File: config.mk
export PLATFORM = sky130hd
export DESIGN_NAME = fifo_ram_16x8
export DESIGN_NICKNAME = d
export VERILOG_FILES = /design/src/rtl/fifo_ram_16x8.sv
export SDC_FILE = /design/constraint.sdc
export NUM_CORES = 1
export LEC_CHECK = 0
export BUFFER_PORTS_ARGS = -buffer_cell sky130_fd_sc_hd__buf_2
export CAP_MARGIN = 20
export CORE_AREA = 2 2 105 107
export DETAILED_ROUTE_END_ITERATION = 10
export DIE_AREA = 0 0 107 109
export PLACE_DENSITY = 0.88
export SLEW_MARGIN = 10
export SYNTH_ARGS = -nofsm -noshare
export SYNTH_HDL_FRONTEND = slang
export SYNTH_SLANG_ARGS = --single-unit
export TNS_END_PERCENT = 1
File: constraint.sdc
create_clock -name clk -period 3 [get_ports clk]
set_input_delay 0.9 -clock clk [delete_from_list [all_inputs] [get_ports clk]]
set_output_delay 0.9 -clock clk [all_outputs]
set_load 0.01 [all_outputs]
File: src/rtl/fifo_ram_16x8.sv
// fifo_ram_16x8: synchronous circular FIFO with registered read data.
// Single clock, asynchronous active-low reset. The storage array is not
// reset; after reset or clear it is simply unreadable until rewritten because
// contagem is 0. Overflow/underflow are sticky until limpar or reset.
module fifo_ram_16x8 #(
    parameter int LARGURA       = 8,
    parameter int ENDERECO_BITS = 4
) (
    input  logic                     clk,
    input  logic                     reset,
    input  logic                     escrever,
    input  logic [LARGURA-1:0]       dado_in,
    input  logic                     ler,
    input  logic                     limpar,
    output logic [LARGURA-1:0]       dado_out,
    output logic                     valido_out,
    output logic                     cheio,
    output logic                     vazio,
    output logic [ENDERECO_BITS:0]   contagem,
    output logic                     overflow,
    output logic                     underflow
);
    localparam int DEPTH = 1 << ENDERECO_BITS;
    localparam logic [ENDERECO_BITS-1:0] PTR_ONE  = 1;
    localparam logic [ENDERECO_BITS:0]   CNT_ONE  = 1;
    localparam logic [ENDERECO_BITS:0]   CNT_FULL = (ENDERECO_BITS+1)'(DEPTH);

    logic [LARGURA-1:0]       mem [DEPTH];
    logic [ENDERECO_BITS-1:0] wr_ptr;
    logic [ENDERECO_BITS-1:0] rd_ptr;
    logic                     rd_ok;
    logic                     wr_ok;

    // Flags come straight from the occupancy count.
    assign cheio = (contagem == CNT_FULL);
    assign vazio = (contagem == '0);

    // A read needs data; a write needs room, or a simultaneous pop freeing a slot.
    // No fall-through: on empty a concurrent write does not satisfy the read.
    assign rd_ok = ler && !vazio;
    assign wr_ok = escrever && (!cheio || rd_ok);

    // Storage write; gated by reset so a request during reset is discarded.
    always_ff @(posedge clk) begin
        if (reset && !limpar && wr_ok)
            mem[wr_ptr] <= dado_in;
    end

    // Pointers, count, read data, valid pulse and sticky error flags.
    always_ff @(posedge clk or negedge reset) begin
        if (!reset) begin
            wr_ptr     <= '0;
            rd_ptr     <= '0;
            contagem   <= '0;
            dado_out   <= '0;
            valido_out <= 1'b0;
            overflow   <= 1'b0;
            underflow  <= 1'b0;
        end else if (limpar) begin
            wr_ptr     <= '0;
            rd_ptr     <= '0;
            contagem   <= '0;
            dado_out   <= '0;
            valido_out <= 1'b0;
            overflow   <= 1'b0;
            underflow  <= 1'b0;
        end else begin
            valido_out <= rd_ok;
            if (wr_ok)
                wr_ptr <= wr_ptr + PTR_ONE;
            if (rd_ok) begin
                dado_out <= mem[rd_ptr];
                rd_ptr   <= rd_ptr + PTR_ONE;
            end
            case ({wr_ok, rd_ok})
                2'b10:   contagem <= contagem + CNT_ONE;
                2'b01:   contagem <= contagem - CNT_ONE;
                default: contagem <= contagem;
            endcase
            if (escrever && !wr_ok)
                overflow <= 1'b1;
            if (ler && !rd_ok)
                underflow <= 1'b1;
        end
    end

endmodule

=== After elaboration in Yosys (flattened, before gate mapping) ===
Memories as Yosys holds them, arrays and structs flattened.
Cells that the tools add are included.
W data, S select, Z words.

* Flip-flop bits (word level): 24
* RAM bits: 128
* Bits of input ports: 13
* Output and inout bits: 18
* Logic and storage cells: 48
* Memories: 1

{| class="wikitable"
|+ Memories
! name !! words !! bits a word !! read ports !! clocked after Yosys merged registers in !! write ports !! RTL line !! RTL
|-
| mem || 16 || 8 || 1 || 0 || 1 || 28 || <nowiki>logic [LARGURA-1:0] mem [DEPTH];</nowiki>
|}

* Add/sub/neg operators: 4
* Equal/unequal tests: 3
* Multiplexer cells: 15
* Reduce and logical (&&, ||, !) cells: 18

{| class="wikitable"
|+ Operator list
! operator !! count
|-
| $mux W4 || 4
|-
| $mux W8 || 2
|-
| $pmux W5 S2 || 1
|-
| $add A4 B1 Y4 const B || 2
|-
| $reduce_bool A2 Y1 || 4
|-
| $mux W1 || 7
|-
| $logic_and A1 B1 Y1 || 6
|-
| $add A5 B1 Y5 const B || 1
|-
| $eq A5 B5 Y1 const B || 1
|-
| $logic_not A1 Y1 || 5
|-
| $logic_not A5 Y1 || 1
|-
| $mux W5 || 1
|-
| $sub A5 B1 Y5 const B || 1
|-
| $reduce_bool A3 Y1 || 1
|-
| $eq A2 B1 Y1 const B || 1
|-
| $eq A2 B2 Y1 const B || 1
|-
| $logic_or A1 B1 Y1 || 1
|}

=== Longest topological paths before layout ===
Gate-level depths: netlist of the first run.

* Word-level depth: 9
* Mapped depth: 10

=== Worst setup path after synthesis of the first run ===
No wires, ideal clock.

* Kind: reg-to-reg
* Start point: register contagem[1]
* End point: register contagem[4]
* Setup time: 0.131 ns
* Arrival: 2.642 ns
* Path slack: 0.227 ns
* Stages on the path, launching flop included: 10
* Path buffers: 0
* Clock period less this slack: 2.773 ns
* Cells stage by stage: dfrtp_1 -> or4_4 -> o21ai_2 -> nor2_2 -> ha_1 -> nor2b_1 -> o21a_1 -> or4b_2 -> nand3_1 -> a31oi_1

* Longest elaborated chain between the ends: 8
* Elaborated cells on any way between the ends: 14

{| class="wikitable"
|+ Ends and longest elaborated chain
! item !! RTL line !! RTL
|-
| start, declared || 19 || <nowiki>output logic [ENDERECO_BITS:0] contagem,</nowiki>
|-
| start signal, assigned || 76 || <nowiki>2'b10: contagem <= contagem + CNT_ONE;</nowiki>
|-
| start signal, assigned || 77 || <nowiki>2'b01: contagem <= contagem - CNT_ONE;</nowiki>
|-
| start signal, assigned || 78 || <nowiki>default: contagem <= contagem;</nowiki>
|-
| $logic_not A5 Y1 || 36 || <nowiki>assign vazio = (contagem == '0);</nowiki>
|-
| $logic_not A1 Y1 || 40 || <nowiki>assign rd_ok = ler && !vazio;</nowiki>
|-
| $logic_and A1 B1 Y1 || 40 ||
|-
| $logic_or A1 B1 Y1 || 41 || <nowiki>assign wr_ok = escrever && (!cheio || rd_ok);</nowiki>
|-
| $logic_and A1 B1 Y1 || 41 ||
|-
| $eq A2 B1 Y1 / $eq A2 B2 Y1 (equally long branches) || 75 || <nowiki>case ({wr_ok, rd_ok})</nowiki>
|-
| $pmux W5 S2 || 75 ||
|-
| $mux W5 || 59 || <nowiki>end else if (limpar) begin</nowiki>
|}

Several ways; a longest one is shown, not always the timed one.
A chain may end at the register's enable or synchronous reset.

=== Final worst setup path of the first run ===
* Start point: register contagem[0]
* End point: output port cheio

* Longest elaborated chain between the ends: 1

{| class="wikitable"
|+ Ends and longest elaborated chain
! item !! RTL line !! RTL
|-
| $eq A5 B5 Y1 || 35 || <nowiki>assign cheio = (contagem == CNT_FULL);</nowiki>
|-
| end, declared || 17 || <nowiki>output logic cheio,</nowiki>
|}

No other way between the ends.

==> results of run 1 <==
==> state kept, by name, indices dropped and copies added (netlist names) <==
signal      cells
dado_out        8
rd_ptr          4
contagem        5
underflow       1
valido_out      1
overflow        1
wr_ptr          4
mem           128
==> metal layers <==
| metal | vias to the layer above | GRT usage (%) | share of wire (%) |
|---|---|---|---|
| met4 | 0 | 8.72 | 2.3 |
| li1 | 1436 | - | - |
| met2 | 157 | 37.4 | 51 |
| met1 | 1657 | 31.4 | 39 |
| met5 | - | 0 | 0 |
| met3 | 24 | 6.58 | 7.8 |
==> cell families after synthesis <==
| logic type | after synthesis | synth area share (%) |
|---|---|---|
| multiplexers | 52 | 14.9 |
| buffers and inverters | 24 | 1.62 |
| adder cells (fa/ha/maj) | 9 | 1.94 |
| AND/OR/NAND/NOR | 71 | 5.94 |
| AO/OA/AOI/OAI | 23 | 2.87 |
| flip-flops | 152 | 71.7 |
| XOR/XNOR | 7 | 0.989 |
==> worst paths after layout <==
check / from / end / slack [ps] / cells after the start
max: contagem[0] / cheio / 150 / 4
min: reset / contagem[3] / 380 / 2
max reg2reg: contagem[1] / contagem[4] / 160 / 9
min reg2reg: underflow / underflow / 510 / 2
max in group asynchronous: reset / rd_ptr[1] / 2350 / 2
min in group clk: underflow / underflow / 510 / 2
==> where the power goes <==
part           leakage, nW  switching (W)  internal, W
Clock                0.291       0.000851      0.00123
Sequential            1.47      0.0000777      0.00238
Combinational        0.745       0.000491     0.000416
==> synthesized netlist by cell type <==
cell      instances
or4_1             1
dfrtp_1          24
xor2_1            5
o21a_1            2
or3_1             1
a21o_1            2
o211ai_1          1
nand4_1           2
a21oi_1           6
buf_4             1
nand3b_1         10
buf_2             5
a31oi_1           1
nor4_1            1
inv_1             6
edfxtp_1        128
mux2i_1          16
fa_1              1
or4_4             1
nor3_1            5
nor2_1           25
o221ai_1          8
xnor2_1           2
mux4_2           32
nand3_1           4
and3_1            2
nand2b_1          2
nor2b_1           4
o21ai_0           1
o21ai_2           1
or4b_2            1
ha_1              8
nand2_1          10
and2_1            1
nor2_2            1
a211oi_4          1
buf_1             2
mux2_1            4
clkbuf_1         10
==> stage by stage <==
step / hold WS [ps] / util, %
2_1_floorplan: 526 / -
3_3_place_gp: 487 / 62.1
3_5_place_dp: 490 / 62.1
4_1_cts: 369 / 67.7
5_1_grt: 381 / 67.8
6_report: 381 / 67.8
==> repair_timing <==
item,CTS,global route
endpoints found under the setup margin,0,1
setup buffers,0,0
hold buffers,0,0
hold endpoints to repair,0,0
gates resized for setup,0,2
==> final cells by class <==
| cell class | count | share of cell area, % |
|---|---|---|
| Timing Repair Buffer | 47 | 4.04 |
| Inverter | 6 | 0.313 |
| Clock inverter | 9 | 1.01 |
| Sequential cell | 152 | 61.9 |
| Multi-Input combinational cell | 162 | 23.1 |
| Clock buffer | 23 | 7.26 |
| Tap cell | 140 | 2.44 |
==> worst register-to-register path: stages (launching register included) <==
cell,delay (ps)
dfrtp_2,440
or4_4,590
o21ai_4,160
nor2_2,100
ha_1,310
nor2b_1,150
o21a_1,200
or4b_2,600
nand3_1,100
a31oi_1,80
==> metrics, run 1 <==
status=finished clean; post-synth net total=360; DRC=0; Max FO, Critical Path=6; GRT Resource Usage Total=23.4%; Synth warnings=0; total CTS buffers=17; delay of the slowest critical-path stage=520 ps; per-cell routed wire length=22.6 um; most area-hungry cell type in the Yosys netlist=edfxtp_1; max-cap violation count=0; CP cell instances=buf_4 > nor4_1 > and2_1 > buf_2; area of the multi-input gates=0.00166 sq mm; distinct cell type count after synthesis=39; Detailed Route Iter0 Violations=356; worst skew pair latency=530 ps; Synth-to-Final Area Change=16.0%; DRT Pass-1 Iters=5; most frequent cells in the layout=128 x edfxtp_1, 32 x mux4_2, 30 x buf_2; Horiz. Die Dim=107 um; Syn Std Cell Area=0.00620 sq mm; CTS tree=built; Post-Layout Cell Count=539; unrepaired setup endpoints after global routing=false; Leak=2.51 nW; Die ar.=0.0117 sq mm; total power=0.00544 W; Final Max Slew Viols=0; CP Launch Type=flip-flop; setup_tns=0 ps; Hold WC Path Type=primary input to asynchronous set/reset pin; worst path arrival time=1950 ps; most common cell after layout, fill and taps aside=edfxtp_1; sequential cell area=0.00445 sq mm; worst path required time=2100 ps; # H-tree levels=4; antenna-violating nets left=0; Slew @ Worst Pin=922 ps; Synth top area share=62.0%; initial antenna violation count=0; DR vias=3274; Fin Clk Skew=10.3 ps; routability-driven placement congestion ratio=0.877; Finish-stage setup viols=0; Max VDD drop=626 uV; core area=0.0106 sq mm; Clock Path Buffers=2; Tmin final=2850 ps; Area contributors post-synth=edfxtp_1 62%, mux4_2 12%, dfrtp_1 9.7%; pre-CTS setup slack=112 ps; nets=408; I/O Buffers=30; Filler cells=638; slew margin rel.=38.3%; fin area=0.00719 sq mm; detailed placement HPWL=7.48 mm; initial core utilization=58.4%; placed inst area=0.00659 sq mm; grt ovf=0; dpl cells=507; slowest CP cell=nor4_1; vias per cell=6.07; Avg Inst Size Synth=18.3 sq um; vias in the first global route=3357; fin crit share=95.1%; post-synthesis sequential area ratio=71.7%; layout cell share with drive strength beyond 1=29.1%; clk sinks=152; setup ws final=147 ps; Synth Instances=338; FMAX=0.350 GHz; first-pass GRT wire length=19.3 mm; WL final=12.2 mm; Buf+Inv Stages, Crit Path=2; final hold vios=0; clk root buf=clkbuf_8; FF+latch count, synth=152; largest net degree at the start of global routing=36; # diodes=0; Rows=38; num ports=31; dominant delay contributor by cell family on the critical path=simple AND/OR/NAND/NOR gates; CP endpoint kind=primary output; WS Path Type=flip-flop to primary output; Die H=109 um; PD cells=757 mW/mm^2; Worst-path clk slew=70 ps
Power figures use the tool's default switching activity.
==> inputs of run 2 (changes only) <==
--- a/config.mk
+++ b/config.mk
@@ -5,7 +5,7 @@
 export SDC_FILE = /design/constraint.sdc
 export NUM_CORES = 1
 export LEC_CHECK = 0
-export BUFFER_PORTS_ARGS = -buffer_cell sky130_fd_sc_hd__buf_2
+export BUFFER_PORTS_ARGS = -buffer_cell sky130_fd_sc_hd__buf_4
 export CAP_MARGIN = 20
 export CORE_AREA = 2 2 105 107
 export DETAILED_ROUTE_END_ITERATION = 10
==> run 2 against run 1 <==
Net effect: clock power increased by 9%; sequential share of layout area decreased by 0.94 points; clock skew decreased by 0.69 ps; register-to-register slack improved by 20 ps; non-clock buffer count unchanged; sequential cell count unchanged; first-iteration DRC count decreased by 19%; critical path type is now flip-flop to flip-flop.
==> metrics, run 2 (synthesis results as in run 1) <==
Rows=38; detailed placement HPWL=7.54 mm; nets=408; CP endpoint kind=flip-flop; Synth-to-Final Area Change=17.8%; slew margin rel.=35.6%; Horiz. Die Dim=107 um; WL final=12.3 mm; hold_buf cts=0; routability-driven placement congestion ratio=0.866; Buf+Inv Stages, Crit Path=2; routing usage on met3=6.93%; I/O Buffers=30; Largest register FFs=128; Die H=109 um; most common cell after layout, fill and taps aside=edfxtp_1; R2R setup slack=180 ps; post-layout util=68.9%; # H-tree levels=4; vias per cell=6.15; worst hold slack=386 ps; CP Launch Type=flip-flop; vias in the first global route=3415; worst skew pair latency=520 ps; Leak=2.53 nW; CTS tree=built; DRC=0; clk root buf=clkbuf_8; top flop regs=mem (128), dado_out (8), contagem (5); grt ovf=0; slowest CP cell=or4b_2; Max VDD drop=609 uV; CP Capture Point=contagem[4]; status=finished clean; Slew @ Worst Pin=963 ps; Finish-stage setup viols=0; GRT Resource Usage Total=23.0%; final hold vios=0; Filler cells=635; Max FO, Critical Path=6; CP cell instances=or4_4 > o21ai_2 > nor2_2 > buf_4 > inv_1 > fa_1 > nor2b_1 > o21a_1 > or4b_2 > nand3_1 > a31oi_1; DR vias=3314; max-cap violation count=0; layout cell share with drive strength beyond 1=29.6%; Tmin final=2820 ps; first-pass GRT wire length=19.0 mm; delay of the slowest critical-path stage=620 ps; Crit path depth=11; Hold WC Path Type=primary input to asynchronous set/reset pin; most crowded layer after global routing=met2; dominant delay contributor by cell family on the critical path=simple AND/OR/NAND/NOR gates; Setup crit start=contagem[1]; M1 GR Usage=30.2%; most frequent cells in the layout=128 x edfxtp_1, 46 x buf_4, 32 x mux4_2; fin crit share=94.1%; largest net degree at the start of global routing=34; met2 usage=37.8%; worst path arrival time=3220 ps; num ports=31; core area=0.0106 sq mm; Worst R2R End=contagem[4]; unrepaired setup endpoints after global routing=false; FMAX=0.354 GHz; antenna-violating nets left=0; Fin Clk Skew=9.62 ps; DRT Pass-1 Iters=5; per-cell routed wire length=22.7 um; initial core utilization=58.4%; Die ar.=0.0117 sq mm; Reg-to-Reg Start=contagem[1]; Biggest register=mem; # diodes=0; Clock Path Buffers=2; total power=0.00569 W; Detailed Route Iter0 Violations=290; setup bufs post-CTS=0; initial antenna violation count=0; Worst-path clk slew=70 ps; WS Path Type=flip-flop to flip-flop; Final Max Slew Viols=0; total CTS buffers=17; clk sinks=152; PD cells=779 mW/mm^2; worst path required time=3400 ps; worst-case reg-to-reg path depth=11; setup_tns=0 ps
-- run 2: area by class of cell --
class	count	area [sq um]	area share (%)
Inverter	6	22.5	0.308
Multi-Input combinational cell	162	1650	22.6
Tap cell	140	175	2.40
Timing Repair Buffer	47	365	5.00
Sequential cell	152	4450	60.9
Clock buffer	17	414	5.67
Clock inverter	15	224	3.07
-- run 2: stage by stage --
step	setup WS, ps	cell area [sq um]	cells
finish	176	7300	539
global placement	256	6660	507
CTS	168	7300	539
detailed placement	182	6660	507
global route	11.7	7300	539
floorplan	227	6200	338
-- run 2: routing by layer --
metal,wire (um),up-vias
met5,0,-
met4,185,0
met3,889,20
met2,6310,159
met1,4870,1693
li1,-,1442
-- run 2: worst register-to-register path, cell delays in order (launching register included) --
cell	delay [ps]
dfrtp_2	440
or4_4	590
o21ai_2	170
nor2_2	60
buf_4	150
inv_1	60
fa_1	170
nor2b_1	60
o21a_1	190
or4b_2	620
nand3_1	110
a31oi_1	80
-- run 2: power breakdown --
group | switching, W | internal (W) | total [W] | leakage, nW
Sequential | 0.000137 | 0.00237 | 0.00251 | 1.47
Combinational | 0.000437 | 0.000467 | 0.000904 | 0.758
Clock | 0.000833 | 0.00144 | 0.00227 | 0.305
-- run 2: repair_timing --
item / CTS / global route
gates resized for setup: 0 / 1
endpoints found under the setup margin: 0 / 1
endpoints found under the hold margin: 0 / 0
-- run 2: worst min-delay path by stage --
stage	depth (start not counted)	slack, ps	to	startpoint
3_3_place_gp	2	500	underflow	underflow
3_5_place_dp	2	500	overflow	overflow
2_1_floorplan	2	530	underflow	underflow
5_1_grt	2	380	contagem[0]	reset
4_1_cts	2	380	contagem[0]	reset
6_report	2	390	contagem[0]	reset
